**src/rtl/bmp180_disp_pkg.sv**
```systemverilog
// Shared types and constants for the BMP180 hex display: FSM states,
// active-low 7-segment codes {g,f,e,d,c,b,a} and default sizes.
package bmp180_disp_pkg;

  localparam int DEF_N_BITS = 20;
  localparam int DEF_N_DIG  = 6;

  typedef enum logic [1:0] {
    IDLE = 2'd0,
    CONV = 2'd1,
    DONE = 2'd2
  } disp_state_e;

  localparam logic [6:0] SEG_BLANK = 7'h7F;
  localparam logic [6:0] SEG_MINUS = 7'b0111111;

  // Indexed by decimal digit value; entry 9 is the leftmost element.
  localparam logic [9:0][6:0] SEG_DIGIT = {
    7'b0010000, 7'b0000000, 7'b1111000, 7'b0000010, 7'b0010010,
    7'b0011001, 7'b0110000, 7'b0100100, 7'b1111001, 7'b1000000
  };

  function automatic logic [6:0] seg_of(input logic [3:0] d);
    if (d > 4'd9) return SEG_BLANK;
    return SEG_DIGIT[d];
  endfunction

endpackage

```
**src/rtl/bmp180_hex_display_bin2bcd_seq.sv**
```systemverilog
// Sequential double-dabble: one add-3/shift step per clock, N_BITS steps
// after a start pulse. done is high during the cycle of the final shift.
module bin2bcd_seq
  import bmp180_disp_pkg::*;
#(
  parameter int N_BITS = DEF_N_BITS,
  parameter int N_DIG  = DEF_N_DIG
) (
  input  logic                 CLK,
  input  logic                 RST,
  input  logic                 start,
  input  logic [N_BITS-1:0]    bin,
  output logic                 busy,
  output logic                 done,
  output logic [4*N_DIG-1:0]   bcd
);

  localparam int CW = $clog2(N_BITS);
  localparam logic [CW-1:0] CNT_LAST = CW'(N_BITS - 1);

  logic [N_BITS-1:0]        mag_q, mag_d;
  logic [4*N_DIG-1:0]       bcd_q, bcd_d, bcd_adj;
  logic [CW-1:0]            cnt_q, cnt_d;
  logic                     run_q, run_d;
  logic [4*N_DIG+N_BITS-1:0] sh;

  always_comb begin
    bcd_adj = bcd_q;
    for (int i = 0; i < N_DIG; i++) begin
      if (bcd_q[4*i +: 4] >= 4'd5) bcd_adj[4*i +: 4] = bcd_q[4*i +: 4] + 4'd3;
    end
    sh    = {bcd_adj, mag_q} << 1;
    mag_d = mag_q;
    bcd_d = bcd_q;
    cnt_d = cnt_q;
    run_d = run_q;
    if (start) begin
      mag_d = bin;
      bcd_d = '0;
      cnt_d = '0;
      run_d = 1'b1;
    end else if (run_q) begin
      bcd_d = sh[4*N_DIG+N_BITS-1:N_BITS];
      mag_d = sh[N_BITS-1:0];
      cnt_d = cnt_q + 1'b1;
      if (cnt_q == CNT_LAST) run_d = 1'b0;
    end
  end

  always_ff @(posedge CLK) begin
    if (RST) begin
      mag_q <= '0;
      bcd_q <= '0;
      cnt_q <= '0;
      run_q <= 1'b0;
    end else begin
      mag_q <= mag_d;
      bcd_q <= bcd_d;
      cnt_q <= cnt_d;
      run_q <= run_d;
    end
  end

  assign busy = run_q;
  assign done = run_q && (cnt_q == CNT_LAST);
  assign bcd  = bcd_q;

endmodule

```
**src/rtl/bmp180_hex_display.sv**
```systemverilog
// Captures a compensated BMP180 reading on I_UPD, converts its magnitude to
// BCD and drives six active-low 7-segment digits with sign and zero blanking.
module bmp180_hex_display
  import bmp180_disp_pkg::*;
#(
  parameter int N_BITS = DEF_N_BITS,
  parameter int N_DIG  = DEF_N_DIG
) (
  input  logic        CLK,
  input  logic        RST,
  input  logic [15:0] I_T_VALUE,
  input  logic [18:0] I_P_VALUE,
  input  logic        I_SEL,
  input  logic        I_UPD,
  output logic        O_BUSY,
  output logic [6:0]  O_HEX0,
  output logic [6:0]  O_HEX1,
  output logic [6:0]  O_HEX2,
  output logic [6:0]  O_HEX3,
  output logic [6:0]  O_HEX4,
  output logic [6:0]  O_HEX5
);

  disp_state_e              state_q;
  logic                     pending_q, neg_q, sel_q;
  logic [N_DIG-1:0][6:0]    hex_q, seg_d;
  logic [N_BITS-1:0]        val_d, mag_d;
  logic                     neg_d, start_d, seen;
  logic [3:0]               dig;
  logic                     cvt_busy, cvt_done;
  logic [4*N_DIG-1:0]       bcd;

  always_comb begin
    val_d = I_SEL ? {{(N_BITS-19){I_P_VALUE[18]}}, I_P_VALUE}
                  : {{(N_BITS-16){I_T_VALUE[15]}}, I_T_VALUE};
    neg_d = val_d[N_BITS-1];
    mag_d = neg_d ? (~val_d + 1'b1) : val_d;
    // A strobe landing in DONE restarts right away, same as a queued one.
    start_d = ((state_q == IDLE) && I_UPD) ||
              ((state_q == DONE) && (pending_q || I_UPD));
  end

  bin2bcd_seq #(.N_BITS(N_BITS), .N_DIG(N_DIG)) u_bcd (
    .CLK   (CLK),
    .RST   (RST),
    .start (start_d),
    .bin   (mag_d),
    .busy  (cvt_busy),
    .done  (cvt_done),
    .bcd   (bcd)
  );

  always_comb begin
    seen  = 1'b0;
    dig   = '0;
    seg_d = '0;
    for (int i = N_DIG - 1; i >= 0; i--) begin
      dig  = bcd[4*i +: 4];
      seen = seen || (dig != 4'd0) || (i == 0);
      seg_d[i] = seen ? seg_of(dig) : SEG_BLANK;
    end
    // Negative pressure is not physical: flag the whole display.
    if (neg_q && sel_q)       seg_d = {N_DIG{SEG_MINUS}};
    else if (neg_q && !sel_q) seg_d[N_DIG-1] = SEG_MINUS;
  end

  always_ff @(posedge CLK) begin
    if (RST) begin
      state_q   <= IDLE;
      pending_q <= 1'b0;
      neg_q     <= 1'b0;
      sel_q     <= 1'b0;
      hex_q     <= {N_DIG{SEG_BLANK}};
    end else begin
      if (start_d) begin
        sel_q <= I_SEL;
        neg_q <= neg_d;
      end
      case (state_q)
        IDLE: if (I_UPD) state_q <= CONV;
        CONV: begin
          if (I_UPD) pending_q <= 1'b1;
          if (cvt_done) state_q <= DONE;
        end
        DONE: begin
          hex_q     <= seg_d;
          pending_q <= 1'b0;
          state_q   <= start_d ? CONV : IDLE;
        end
        default: state_q <= IDLE;
      endcase
    end
  end

  assign O_BUSY = (state_q != IDLE) || cvt_busy;
  assign O_HEX0 = hex_q[0];
  assign O_HEX1 = hex_q[1];
  assign O_HEX2 = hex_q[2];
  assign O_HEX3 = hex_q[3];
  assign O_HEX4 = hex_q[4];
  assign O_HEX5 = hex_q[5];

endmodule
```
**config.mk**
```make
export PLATFORM = sky130hd
export DESIGN_NAME = bmp180_hex_display
export DESIGN_NICKNAME = d
export VERILOG_FILES = /design/src/rtl/bmp180_disp_pkg.sv /design/src/rtl/bmp180_hex_display_bin2bcd_seq.sv /design/src/rtl/bmp180_hex_display.sv
export SDC_FILE = /design/constraint.sdc
export NUM_CORES = 1
export LEC_CHECK = 0
export CAP_MARGIN = 25
export CORE_MARGIN = 3
export CORE_UTILIZATION = 32
export CTS_CLUSTER_DIAMETER = 80
export DETAILED_ROUTE_END_ITERATION = 8
export PLACE_DENSITY_LB_ADDON = 0.25
export SYNTH_ARGS = -nofsm -noshare
export SYNTH_HDL_FRONTEND = slang
export SYNTH_SLANG_ARGS = --single-unit
export TNS_END_PERCENT = 100
```
**constraint.sdc**
```tcl
create_clock -name CLK -period 3.44 [get_ports CLK]
set_input_delay 0.516 -clock CLK [delete_from_list [all_inputs] [get_ports CLK]]
set_output_delay 0.516 -clock CLK [all_outputs]
set_load 0.02 [all_outputs]
```
Word level (Yosys, flattened, before mapping) --
Memory sizes are Yosys's and may differ from the RTL's. A register that Yosys moved wholly into a read port is not among the register bits. Index checks and enable logic that the tools add are counted.
Word-level totals: flip-flop bits (word level) 97, memory bits (read-only) 672, input port bits 39, output and inout port bits 43, logic and storage cells 141, memories kept 6
Operators by class: add/subtract/negate cells 8, order comparisons 18, eq/ne operators 6, multiplexer cells 63, bitwise gates (word level) 1, reduce and logical (&&, ||, !) cells 25
Memories:
- (name not given) | words 16, width 7, read ports 1, clocked after Yosys merged registers in 1, write ports 0, RTL line bmp180_disp_pkg.sv:25 | return SEG_DIGIT[d];
- (name not given) | words 16, width 7, read ports 1, clocked after Yosys merged registers in 1, write ports 0, RTL line bmp180_disp_pkg.sv:25
- (name not given) | words 16, width 7, read ports 1, clocked after Yosys merged registers in 1, write ports 0, RTL line bmp180_disp_pkg.sv:25
- (name not given) | words 16, width 7, read ports 1, clocked after Yosys merged registers in 1, write ports 0, RTL line bmp180_disp_pkg.sv:25
- (name not given) | words 16, width 7, read ports 1, clocked after Yosys merged registers in 1, write ports 0, RTL line bmp180_disp_pkg.sv:25
- (name not given) | words 16, width 7, read ports 1, clocked after Yosys merged registers in 1, write ports 0, RTL line bmp180_disp_pkg.sv:25
Operators with widths (count):
- $mux 7 | 25
- $mux 20 | 4
- $mux 4 | 17
- $mux 35 | 1
- $lt 4x5->1 const B | 6
- $ge 4x3->1 const B | 6
- $gt 4x4->1 const B | 6
- $add 20x1->20 const B | 1
- $add 4x2->4 const B | 5
- $not 20->20 | 1
- $reduce_bool 4->1 | 5
- $mux 1 | 11
- $logic_or 1x1->1 | 7
- $ne 2x2->1 const B | 3
- $pmux 2 s3 | 1
- $reduce_bool 2->1 | 3
- $add 5x1->5 const B | 1
- $eq 5x5->1 const B | 1
- $logic_and 1x1->1 | 5
- $mux 2 | 2
- $reduce_and 2->1 | 2
- $add 3x2->3 const B | 1
- $mux 3 | 1
- $eq 2x1->1 const B | 1
- other kinds (5) | 5

Depth between registers and ports, before layout --
depth in word-level cells 7, mapped depth 11, gate-level depth less buffers 10

Hierarchy --
Synthesis repeated with hierarchy kept, for this count alone.
Unflattened totals: cells, all modules 749, area total of the unflattened synthesis 6339.8 µm²
Modules (own cells, without submodules):
- bmp180_hex_display | instances 1, cells an instance 433, area an instance 3565.9 µm², seq. area each 940.9 µm²
- bin2bcd_seq | instances 1, cells an instance 316, area an instance 2773.9 µm², seq. area each 1001.0 µm²

Least setup slack after synthesis --
OpenSTA, ideal clock, no wires.
path type input port to flip-flop, start point input I_SEL, end point register u_bcd.mag_q[16], setup time 134 ps, data arrival time 2794 ps, required time 3306 ps, path slack 512 ps, stages 11, path buffers 4, cell sequence buf_6 > buf_2 > buf_2 > buf_2 > mux2i_1 > ha_1 > nor4bb_1 > o22ai_1 > nor4_1 > or4_1 > o211ai_1
On the way: cells in the longest elaborated chain, start to end 5
RTL lines:
- start, declared | RTL line bmp180_hex_display.sv:13 | input logic I_SEL,
- $mux 20 (*) | RTL line bmp180_hex_display.sv:34 | val_d = I_SEL ? {{(N_BITS-19){I_P_VALUE[18]}}, I_P_VALUE}
- $not 20->20 | RTL line bmp180_hex_display.sv:37 | mag_d = neg_d ? (~val_d + 1'b1) : val_d;
- $add 20x1->20 | RTL line bmp180_hex_display.sv:37
- $mux 20 (*) | RTL line bmp180_hex_display.sv:37
- $mux 20 (*) | RTL line bmp180_hex_display_bin2bcd_seq.sv:37 | if (start) begin
- end signal, assigned | RTL line bmp180_hex_display_bin2bcd_seq.sv:57 | mag_q <= mag_d;
- end, declared | RTL line bmp180_hex_display_bin2bcd_seq.sv:21 | logic [N_BITS-1:0] mag_q, mag_d;
Mark *: on every way between the ends. The rest lies on a longest branch, timed or not. A chain may end at the register's enable or synchronous reset.

Final worst setup path --
start point input I_P_VALUE[0], end point register u_bcd.mag_q[16]
On the way: cells in the longest elaborated chain, start to end 5
RTL lines:
- start, declared | RTL line bmp180_hex_display.sv:12 | input logic [18:0] I_P_VALUE,
- $mux 20 | RTL line bmp180_hex_display.sv:34
- $not 20->20 | RTL line bmp180_hex_display.sv:37
- $add 20x1->20 | RTL line bmp180_hex_display.sv:37
- $mux 20 | RTL line bmp180_hex_display.sv:37
- $mux 20 | RTL line bmp180_hex_display_bin2bcd_seq.sv:37
Every way passes these cells.

==> results.cfg <==
[run_status]
status = completed

[synthesis]
synth-seq-cells = 139
synth_compound_area_frac = 0.216
synth_area_per_cell_um2 = 8.98
muxShareOfSynthArea = 0.0603
synth_nets = 884
yosys_warnings = 0
synth_area_leaders = dfxtp_1 (39%), ha_1 (8.4%), mux2i_1 (4.6%)
synthSimpleGateAreaFrac = 0.186
netlist-cell-type-count = 68
synth_top_family_by_area = compound AO/OA/AOI/OAI gates
synth_top_area_cell = dfxtp_1
yosysTopAreaCellShare = 0.389
synth-async-reset-ratio = 0
synthXorXnorAreaFrac = 0.0122
mappedNetlistArea_mm2 = 0.00716
synth-edff-count = 0
synthCells = 797
yosysSeqAreaShare = 0.389
ys.flop_type = dfxtp_1
synthAdderAreaFrac = 0.0839

[global_routing]
gr-total-overflow = 0
track_usage = 0.142
antenna_found_initial = 0
grt_pass1_wl_mm = 28.1
grt_max_degree = 42
grt_pass1_vias = 5614

[finish]
diodes = 0
final_cell_mix = dfxtp_1 (138), clkdlybuf4s50_1 (80), nand2_1 (59), nor2_1 (58), ha_1 (48)
fin_cells = 1153
layout_commonest_cell = dfxtp_1
area_growth_pct = 23.2
drive_gt1_frac = 0.0905
nets = 948

[sta]
slew_violations = 0
setup_violations = 0
max_slew.worst_pin.slew_ns = 0.638
fin_skew_ns = 0.00787
rsz0062_at_grt = no
fin_crit_sh = 0.766
finalHoldViolCount = 0
fmax_mhz = 379
fin_tns_setup_ns = 0
timing.slew.headroom = 0.575
fin_crit_ns = 2.64

[clock_network]
clockBufferDepth = 2
cts_resized = 0
clk_pin_slew_ns = 0.06
clock-sinks = 139
cts_buffers = 17
cts_tree = yes
cts-root-buf = clkbuf_16
cts_hold_buf = 0
htreeDepth = 4
clk_latency_ns = 0.42
post_cts_buffers = 0

[die]
die_x_um = 156
initial_utilization = 0.327
ios = 82
fp-row-count = 54
die-area_mm2 = 0.0242
die_y_um = 156
core_mm2 = 0.0219

[detailed_routing]
vias = 5945
wire_per_inst_um = 14.6
wl_mm = 16.8
antenna_left = 0
drt-pass1-iter-count = 4
routed_via_density = 5.16
drtIter0Drc = 306
drc = 0

[placement]
dp_cells = 1122
gp_congestion = 0.811
io_buffers = 81
place.detailed.hpwl_mm = 12.0

[worst_setup_path]
cp_max_fo = 4
r2r-start = u_bcd.bcd[13]$_SDFFE_PN0P_
startpoint = I_P_VALUE[0]
crit_required_ns = 3.73
startpoint_type = input pin
crit_path_end_kind = register
worstSetupPathType = in -> reg
worstPathArrival_ns = 2.93

[worst_hold_path]
min-delay-path-class = reg -> reg

[power_and_ir_drop]
power_density_mw_per_mm2 = 450
vdd_drop_max_v = 0.000251
p_leak_nw = 3.39

[run]
max_cap_violations = 0
[final cells by class]
cell class                 instances  area [µm²]
tap                              280         350
clock inverter                    13         166
multi-input combinational        565        4010
sequential                       139        2780
fill                            2250       13100
timing repair buffer              95         911
clock buffer                      18         439
inverter                          43         161
[per-stage QoR]
stage / cell area [µm²] / total power, mW / hold WS (ns) / setup slack [ns] / util
6_report: 8820 / 3.97 / 0.434 / 0.804 / 0.403
5_1_grt: 8820 / 4.15 / 0.455 / 0.624 / 0.403
4_1_cts: 8820 / 4.03 / 0.440 / 0.844 / 0.403
3_5_place_dp: 8220 / 2.13 / 0.426 / 0.436 / 0.375
3_3_place_gp: 8220 / 2.13 / 0.420 / 0.432 / 0.375
2_1_floorplan: 7160 / 1.99 / 0.413 / 0.512 / -
[cells in the mapped netlist (21+ instances only)]
cell	count
o22ai_1	28
clkbuf_1	27
o21ai_0	40
nor2_1	58
ha_1	48
nand2_1	59
mux2i_1	33
a21oi_1	41
nor4_1	21
dfxtp_1	139
inv_1	41
[kinds of logic (layout without fill, tap and decap cells)]
logic type | Yosys count | after routing
xor gates and xnor gates | 10 | 10
and+or+nand+nor | 247 | 247
buffers and inverters | 93 | 169
muxes | 42 | 42
adders and majority gates | 48 | 48
DFF | 139 | 139
AOI/OAI and AO/OA | 218 | 218
[worst max-delay path, stage by stage]
cell,delay (ns)
clkdlybuf4s50_1,0.42
mux2i_1,0.22
ha_1,0.25
nor4bb_1,0.43
o22ai_1,0.26
nor4_1,0.56
or4_1,0.19
o211ai_1,0.08
[routing by layer]
metal / track usage / wire length [µm] / share of wire
met3: 0.0269 / 639 / 0.038
met5: 0 / 0 / 0
met2: 0.219 / 7360 / 0.44
met1: 0.199 / 8510 / 0.51
met4: 0.0488 / 275 / 0.016
[path summary, 6_finish.rpt]
| kind | slack [ns] | endpoint | cells past startpoint |
|---|---|---|---|
| hold reg to reg | 0.43 | O_HEX2[4]$_SDFFE_PP1P_ | 1 |
| setup reg to reg | 0.84 | register | 9 |
| hold / removal | 0.43 | O_HEX2[4]$_SDFFE_PP1P_ | 1 |
| setup / recovery | 0.80 | u_bcd.mag_q[16]$_SDFFE_PP0P_ | 8 |
[where the power goes]
part	switching (mW)	internal [mW]	leakage [nW]
clock	0.719	1.16	0.289
combinational	0.232	0.176	1.97
sequential	0.0268	1.66	1.13
total	0.978	3.00	3.39
(Power assumes the default switching activity.)
